## src/rtl/sprite_seq_pkg.sv

```systemverilog
// Shared types and defaults for the sprite layer sequencer.
package sprite_seq_pkg;

  localparam int unsigned DEF_NUM_LAYERS      = 4;
  localparam int unsigned DEF_IDX_W           = 4;
  localparam int unsigned DEF_ADDR_W          = 10;
  localparam int unsigned DEF_TRANSPARENT_IDX = 0;

  // Scan sequencer states
  typedef enum logic [1:0] {
    IDLE  = 2'd0,
    ISSUE = 2'd1,
    WAIT  = 2'd2,
    DONE  = 2'd3
  } seq_state_t;

  // pix_layer code reported when the background wins: one past the last layer
  function automatic int unsigned bg_layer_code(input int unsigned num_layers);
    return num_layers;
  endfunction

  localparam int unsigned BG_LAYER_CODE = bg_layer_code(DEF_NUM_LAYERS);

endpackage

```

## src/rtl/sprite_prio_enc.sv

```systemverilog
// Lowest-set-bit priority encoder; bit 0 is the highest priority layer.
module sprite_prio_enc #(
  parameter int unsigned N  = 4,
  parameter int unsigned IW = 2
) (
  input  logic [N-1:0]  req,
  output logic          any,
  output logic [IW-1:0] idx
);

  // Scan from the top so the lowest set bit is the last (winning) assignment
  always_comb begin
    any = |req;
    idx = '0;
    for (int i = N - 1; i >= 0; i--) begin
      if (req[i]) idx = IW'(i);
    end
  end

endmodule

```

## src/rtl/sprite_layer_sequencer.sv

```systemverilog
// Per-pixel sprite layer scheduler sharing one sprite ROM between layers.
// Optional build macro SPRITE_SEQ_OVERRUN_CNT_EN adds a saturating overrun counter;
// without it overrun_cnt is tied to zero.
module sprite_layer_sequencer
  import sprite_seq_pkg::*;
#(
  parameter int unsigned NUM_LAYERS      = DEF_NUM_LAYERS,
  parameter int unsigned IDX_W           = DEF_IDX_W,
  parameter int unsigned ADDR_W          = DEF_ADDR_W,
  parameter int unsigned TRANSPARENT_IDX = DEF_TRANSPARENT_IDX
) (
  input  logic                           Clk,
  input  logic                           Reset_n,
  input  logic                           pixel_start,
  input  logic [NUM_LAYERS-1:0]          layer_hit,
  input  logic [NUM_LAYERS*ADDR_W-1:0]   layer_addr,
  input  logic [IDX_W-1:0]               bg_idx,
  output logic                           rom_req,
  output logic [$clog2(NUM_LAYERS)-1:0]  rom_layer,
  output logic [ADDR_W-1:0]              rom_addr,
  input  logic [IDX_W-1:0]               rom_data,
  output logic                           pix_valid,
  output logic [IDX_W-1:0]               pix_idx,
  output logic [$clog2(NUM_LAYERS):0]    pix_layer,
  output logic                           overrun,
  input  logic                           frame_start,
  output logic [7:0]                     overrun_cnt
);

  localparam int unsigned LAYER_W = $clog2(NUM_LAYERS);
  localparam int unsigned PL_W    = LAYER_W + 1;

  seq_state_t                   state, state_nxt;
  logic [NUM_LAYERS-1:0]        pend_mask, pend_nxt;
  logic [NUM_LAYERS*ADDR_W-1:0] addr_lat, addr_nxt;
  logic [IDX_W-1:0]             bg_lat, bg_nxt;

  logic                         rom_req_nxt;
  logic [LAYER_W-1:0]           rom_layer_nxt;
  logic [ADDR_W-1:0]            rom_addr_nxt;
  logic                         pix_valid_nxt;
  logic [IDX_W-1:0]             pix_idx_nxt;
  logic [PL_W-1:0]              pix_layer_nxt;
  logic                         overrun_nxt;
  logic                         ovr_evt;

  logic                         enc_any;
  logic [LAYER_W-1:0]           enc_idx;

  sprite_prio_enc #(
    .N  (NUM_LAYERS),
    .IW (LAYER_W)
  ) u_prio_enc (
    .req (pend_mask),
    .any (enc_any),
    .idx (enc_idx)
  );

  // State, latched request and registered outputs
  always_ff @(posedge Clk or negedge Reset_n) begin
    if (!Reset_n) begin
      state     <= IDLE;
      pend_mask <= '0;
      addr_lat  <= '0;
      bg_lat    <= '0;
      rom_req   <= 1'b0;
      rom_layer <= '0;
      rom_addr  <= '0;
      pix_valid <= 1'b0;
      pix_idx   <= '0;
      pix_layer <= '0;
      overrun   <= 1'b0;
    end else begin
      state     <= state_nxt;
      pend_mask <= pend_nxt;
      addr_lat  <= addr_nxt;
      bg_lat    <= bg_nxt;
      rom_req   <= rom_req_nxt;
      rom_layer <= rom_layer_nxt;
      rom_addr  <= rom_addr_nxt;
      pix_valid <= pix_valid_nxt;
      pix_idx   <= pix_idx_nxt;
      pix_layer <= pix_layer_nxt;
      overrun   <= overrun_nxt;
    end
  end

  // Next-state and next-output logic; rom_layer doubles as the layer under test
  always_comb begin
    state_nxt     = state;
    pend_nxt      = pend_mask;
    addr_nxt      = addr_lat;
    bg_nxt        = bg_lat;
    rom_req_nxt   = 1'b0;
    rom_layer_nxt = rom_layer;
    rom_addr_nxt  = rom_addr;
    pix_valid_nxt = 1'b0;
    pix_idx_nxt   = pix_idx;
    pix_layer_nxt = pix_layer;
    overrun_nxt   = overrun;
    ovr_evt       = 1'b0;

    if (pixel_start) begin
      // A new request always wins; mid-scan it aborts the current pixel
      pend_nxt  = layer_hit;
      addr_nxt  = layer_addr;
      bg_nxt    = bg_idx;
      state_nxt = ISSUE;
      ovr_evt   = (state == ISSUE) || (state == WAIT);
    end else begin
      case (state)
        IDLE: state_nxt = IDLE;
        ISSUE: begin
          if (!enc_any) begin
            pix_idx_nxt   = bg_lat;
            pix_layer_nxt = PL_W'(bg_layer_code(NUM_LAYERS));
            pix_valid_nxt = 1'b1;
            state_nxt     = DONE;
          end else begin
            rom_req_nxt   = 1'b1;
            rom_layer_nxt = enc_idx;
            for (int i = 0; i < NUM_LAYERS; i++) begin
              if (enc_idx == LAYER_W'(i)) begin
                rom_addr_nxt = addr_lat[i*ADDR_W +: ADDR_W];
                pend_nxt[i]  = 1'b0;
              end
            end
            state_nxt = WAIT;
          end
        end
        WAIT: begin
          if (rom_data != IDX_W'(TRANSPARENT_IDX)) begin
            pix_idx_nxt   = rom_data;
            pix_layer_nxt = PL_W'(rom_layer);
            pix_valid_nxt = 1'b1;
            state_nxt     = DONE;
          end else begin
            state_nxt = ISSUE;
          end
        end
        DONE:    state_nxt = IDLE;
        default: state_nxt = IDLE;
      endcase
    end

    // An overrun in the same cycle as frame_start leaves the flag set
    if (frame_start) overrun_nxt = 1'b0;
    if (ovr_evt)     overrun_nxt = 1'b1;
  end

`ifdef SPRITE_SEQ_OVERRUN_CNT_EN
  logic [7:0] ovr_cnt;

  // Saturating overrun event counter, restarted each frame
  always_ff @(posedge Clk or negedge Reset_n) begin
    if (!Reset_n) begin
      ovr_cnt <= '0;
    end else if (frame_start) begin
      ovr_cnt <= ovr_evt ? 8'd1 : 8'd0;
    end else if (ovr_evt && (ovr_cnt != 8'hFF)) begin
      ovr_cnt <= ovr_cnt + 8'd1;
    end
  end

  assign overrun_cnt = ovr_cnt;
`else
  assign overrun_cnt = 8'd0;
`endif

endmodule

```

## config.mk

```make
export PLATFORM = sky130hd
export DESIGN_NAME = sprite_layer_sequencer
export DESIGN_NICKNAME = d
export VERILOG_FILES = /design/src/rtl/sprite_seq_pkg.sv /design/src/rtl/sprite_prio_enc.sv /design/src/rtl/sprite_layer_sequencer.sv
export SDC_FILE = /design/constraint.sdc
export NUM_CORES = 1
export LEC_CHECK = 0
export ABC_AREA = 0
export CORE_UTILIZATION = 40
export CTS_BUF_LIST = sky130_fd_sc_hd__clkbuf_8
export DETAILED_ROUTE_END_ITERATION = 10
export GPL_TIMING_DRIVEN = 0
export PLACE_DENSITY = 0.65
export SYNTH_ARGS = -nofsm -noshare
export SYNTH_HDL_FRONTEND = slang
export SYNTH_SLANG_ARGS = --single-unit
```

## constraint.sdc

```tcl
create_clock -name Clk -period 1.9 [get_ports Clk]
set_input_delay 0.19 -clock Clk [delete_from_list [all_inputs] [get_ports Clk]]
set_output_delay 0.19 -clock Clk [all_outputs]
set_load 0.03 [all_outputs]
```

Word-level counts from Yosys, hierarchy flattened
Index checks and enable logic that the tools add are counted.
Widths: inputs -> output; s select.
{"block": "word_totals", "in_bits": 56, "reg_bits": 72, "output_inout_bits": 30}
{"block": "classes", "muxes": 35, "reduce_logical": 22, "bitwise_logic": 1, "n_eq_ne": 8}
{"cell": "$mux 10", "count": 4}
{"cell": "$mux 4", "count": 5}
{"cell": "$reduce_bool 2->1", "count": 8}
{"cell": "$reduce_and 3->1", "count": 5}
{"cell": "$mux 1", "count": 14}
{"cell": "$mux 2", "count": 6}
{"cell": "$eq 2x2->1 const B", "count": 4}
{"cell": "$pmux 4 s2", "count": 1}
{"cell": "$reduce_and 4->1", "count": 2}
{"cell": "$reduce_bool 4->1", "count": 2}
{"cell": "$mux 3", "count": 2}
{"cell": "$pmux 2 s3", "count": 1}
{"cell": "$pmux 3 s2", "count": 1}
{"cell": "$eq 2x1->1 const B", "count": 2}
{"cell": "$logic_not 2->1", "count": 2}
{"cell": "$reduce_or 4->1", "count": 1}
{"cell": "$ne 2x1->1 const B", "count": 1}
{"cell": "$ne 2x2->1 const B", "count": 1}
{"cell": "$pmux 1 s2", "count": 1}
{"cell": "$reduce_or 2->1", "count": 1}
{"cell": "$logic_or 1x1->1", "count": 1}
{"cell": "$not 1->1", "count": 1}

Depth between registers and ports, before layout
{"block": "depth", "word_depth": 9, "depth_mapped": 8}

Cells and area by module
A second synthesis with hierarchy kept.
{"block": "hier_totals", "cells_unflattened": 250, "hier_area_um2": 3244.4}
{"mod": "sprite_layer_sequencer", "n_inst": 1, "area_per_inst_um2": 3209.3, "seq_area_each_um2": 1801.7, "cells_each": 243}
{"mod": "sprite_prio_enc", "n_inst": 1, "area_per_inst_um2": 35.0, "seq_area_each_um2": 0.0, "cells_each": 7}

Worst setup path before layout
Ideal clock, no wire load.
{"block": "synth_path", "path_kind": "reg2reg", "startpoint": "register state[0]", "endpoint": "register pix_layer[0]", "stages_incl_launch_ff": 7, "arrival_ps": 1585, "slack_ps": 177, "setup_ps": 138, "synth_period_minus_slack_ps": 1723, "path_cell_list": "dfrtp_1 -> inv_1 -> ha_1 -> clkbuf_1 -> o41ai_1 -> a221oi_4 -> o21ai_0"}
{"block": "synth_between", "elab_chain_len": 3, "word_cells_on_any_way": 7, "classes_between": "4 x eq/ne; 1 x mux; 2 x reduce/logical"}
{"element": "start: declaration", "line_no": "sprite_layer_sequencer.sv:33", "text": "seq_state_t state, state_nxt;"}
{"element": "start signal: assignment", "line_no": "sprite_layer_sequencer.sv:74", "text": "state <= state_nxt;"}
{"element": "$eq 2x2->1 or $eq 2x1->1 (tied branches)", "line_no": "sprite_layer_sequencer.sv:111", "text": "case (state)"}
{"element": "$ne 2x1->1 (no line) (tied with other cells)"}
{"element": "$reduce_and 4->1 (no line)"}
{"element": "end signal: assignment", "line_no": "sprite_layer_sequencer.sv:83", "text": "pix_layer <= pix_layer_nxt;"}
{"element": "end: declaration", "line_no": "sprite_layer_sequencer.sv:24", "text": "output logic [$clog2(NUM_LAYERS):0] pix_layer,"}
Several ways; a longest one is shown, not always the timed one.
A chain may end at the register's enable or synchronous reset.

Worst setup path after layout
{"block": "layout_path", "startpoint": "register pend_mask[0]", "endpoint": "register pix_layer[1]"}
{"block": "layout_between", "elab_chain_len": 3}
{"element": "start: declaration", "line_no": "sprite_layer_sequencer.sv:34", "text": "logic [NUM_LAYERS-1:0] pend_mask, pend_nxt;"}
{"element": "start signal: assignment", "line_no": "sprite_layer_sequencer.sv:75", "text": "pend_mask <= pend_nxt;"}
{"element": "$reduce_or 4->1", "line_no": "sprite_prio_enc.sv:13", "text": "any = |req;"}
{"element": "$ne 2x2->1 (no line)"}
{"element": "$reduce_and 4->1 (no line)"}
No other way between the ends.

==> results.py <==
metrics = {
    "critical_path": {
        "r2r_cells": 5,
        "r2r_slack_ns": 0.06,
        "r2r_start": "pend_mask[0]",
        "crit_arrival_ns": 2.06,
        "crit_path_end": "pix_layer[1]",
        "crit_fanout": 6,
        "worstSetupStartpoint": "pend_mask[0]",
        "start_kind": "flip-flop",
        "cp_data_required_time_ns": 2.13,
        "crit_type": "reg -> reg",
        "endpoint_kind": "flip-flop",
        "timing.rr.end": "pix_layer[1]",
    },
    "global_route": {
        "grt_max_degree": 58,
        "track_usage_pct": 18.7,
        "grt_pass1_wl_mm": 12.1,
        "grt-ovfl-total": 0,
        "grt_pass1_vias": 2506,
        "antenna_found_initial": 0,
    },
    "yosys": {
        "synth_top_area_share_pct": 56.0,
        "synth-seq-cells": 72,
        "synth_cells": 295,
        "yosysWarnings": 0,
        "syn_area_um2": 3220,
        "synth_area_per_cell_um2": 10.9,
        "yosys.area.top_type": "dfrtp_1",
        "yosysSeqAreaShare_pct": 56.0,
        "synthDistinctLibCells": 26,
        "synth.top_cells.by_area": "dfrtp_1 (56%), mux2_2 (12%), nand2_1 (3.6%), o21ai_0 (3.3%), a2bb2oi_1 (2.7%)",
    },
    "run_status": {
        "status": "finished clean",
    },
    "cts": {
        "cts_buffers": 9,
        "cts_sinks": 72,
        "cts.path.max_buffers": 2,
        "htreeDepth": 3,
        "cts_tree": "done",
        "root_buffer": "clkbuf_8",
        "clk_pin_slew_ns": 0.08,
        "insertion_delay_ns": 0.34,
    },
    "place": {
        "placedCellCount": 481,
        "gp_congestion": 0.803,
        "hpwl_mm": 5.32,
        "io_buffers": 76,
        "postPlaceCellArea_um2": 4160,
    },
    "detailed_routing": {
        "drtIter0Drc": 92,
        "wl_mm": 7.47,
        "drc_errors": 0,
        "vias": 2485,
        "wl_per_cell_um": 14.9,
        "avgViaCountPerCell": 4.96,
        "drtAntennaViolNets": 0,
        "drt_pass1_iterations": 4,
    },
    "floorplanning": {
        "die_area_um2": 8410,
        "num_rows": 32,
        "initial_core_util_pct": 41.4,
        "coreArea_um2": 7770,
        "die_y_um": 91.7,
        "ios": 86,
        "die_w_um": 91.7,
    },
    "timing": {
        "final.setup_skew_ns": 0.00651,
        "finalSetupViolCount": 0,
        "max_freq_ghz": 0.545,
        "hold_ws_ns": 0.252,
        "slew_viol_final": 0,
        "period_share_pct": 96.6,
        "worst_pin_slew_ns": 0.739,
        "hold_viol_final": 0,
        "finalCriticalPeriod_ns": 1.84,
        "rsz0062_at_grt": "false",
        "slew_headroom_pct": 50.2,
    },
    "cells_and_area": {
        "nets": 454,
        "syn2layout_area_growth_pct": 41.5,
        "final_common_cell": "clkdlybuf4s50_1",
        "fin_cells": 501,
        "num_antenna_cells": 0,
        "final_area_um2": 4550,
        "mostFrequentLayoutCells": "clkdlybuf4s50_1 (75), dfrtp_1 (69), mux2_2 (34)",
        "layout-drive-gt1-share_pct": 20.8,
        "post-route-util_pct": 58.6,
    },
    "flow_run": {
        "maxCapViolCount": 0,
    },
    "power": {
        "p_per_area_nw_per_um2": 1150,
        "power_leakage_uw": 0.00193,
        "ir_drop_v": 0.000524,
        "total_power_uw": 5240,
    },
    "min_path": {
        "hold_class": "in -> async",
    },
}
state kept, by name, summed over array words and instances (netlist names):
signal,count
rom_req,1
addr_lat,40
state,2
bg_lat,4
pix_valid,1
overrun,1
pend_mask,4
pix_idx,4
rom_layer,2
pix_layer,3
rom_addr,10
layout make-up:
type                       instances  area [µm²]
buffer                            22         123
clock buffer                      10         138
clock inverter                     5         129
fill                             662        3210
inverter                          19        71.3
multi-input combinational        185        1270
sequential                        72        1810
tap                              102         128
timing repair buffer              86         886
stage by stage:
step                setup TNS, ns  worst slack [ns]
floorplan                       0             0.177
finish                          0            0.0638
CTS                             0           0.00849
global route                    0           0.00213
detailed placement          -5.51            -0.391
global placement          -138.90             -1.87
cell families after synthesis:
kind of cell,share of synthesized area (%)
other,0.117
AOI/OAI and AO/OA,13.3
and+or+nand+nor,9.91
DFF,56.0
buffers and inverters,6.42
muxes,13.1
adders and majority gates,1.17
routing by layer:
layer  share of wire [%]  global-route usage (%)  wire length [µm]
met5                   0                       0                 0
met4                 1.9                    7.81               139
met3                 4.0                    2.82               297
met2                  49                    31.4              3640
met1                  45                    24.3              3400
cells in the mapped netlist:
library cell,instances
dfrtp_1,72
mux2_2,34
nand2_1,31
o21ai_0,21
nor2_1,20
inv_1,19
and2_1,11
clkbuf_1,11
o22ai_1,11
a2bb2oi_1,10
a31oi_1,10
buf_4,8
a21oi_1,7
buf_1,6
nand2b_1,5
mux2i_1,4
ha_1,3
a211oi_1,2
nor3_1,2
o41ai_1,2
a221oi_4,1
buf_6,1
conb_1,1
nor4_1,1
o22a_1,1
or4_4,1
power breakdown:
group	leakage (µW)	total, µW	switching, µW	internal (µW)
Sequential	0.000841	1990	170	1820
Combinational	0.000956	1640	874	768
Clock	0.000133	1600	568	1040
Total	0.00193	5240	1610	3620
timing repair:
action,4_1_cts,5_1_grt
hold buffers,1,0
setup buffers,1,6
resized for setup,5,9
gates cloned,0,1
hold endpoints to repair,15,0
endpoints found under the setup margin,18,16
pin swaps,1,2
worst max-delay path, stage by stage, from the launching register on:
cell and delay (ns):
dfrtp_1 0.38, buf_6 0.13, or4_4 0.52, a221oi_4 0.41
clkbuf_16 0.22, o21ai_0 0.07
worst min path at each step:
stage	from	endpoint	slack (ns)	cells after the start
6_report	Reset_n	addr_lat[38]	0.25	2
5_1_grt	Reset_n	addr_lat[38]	0.27	2
4_1_cts	Reset_n	addr_lat[38]	0.25	2
3_5_place_dp	Reset_n	addr_lat[38]	0.07	1
3_3_place_gp	addr_lat[0]	addr_lat[0]	0.48	1
2_1_floorplan	Reset_n	addr_lat[0]	-0.11	0
Note: power is estimated with default switching activity, not from simulation.
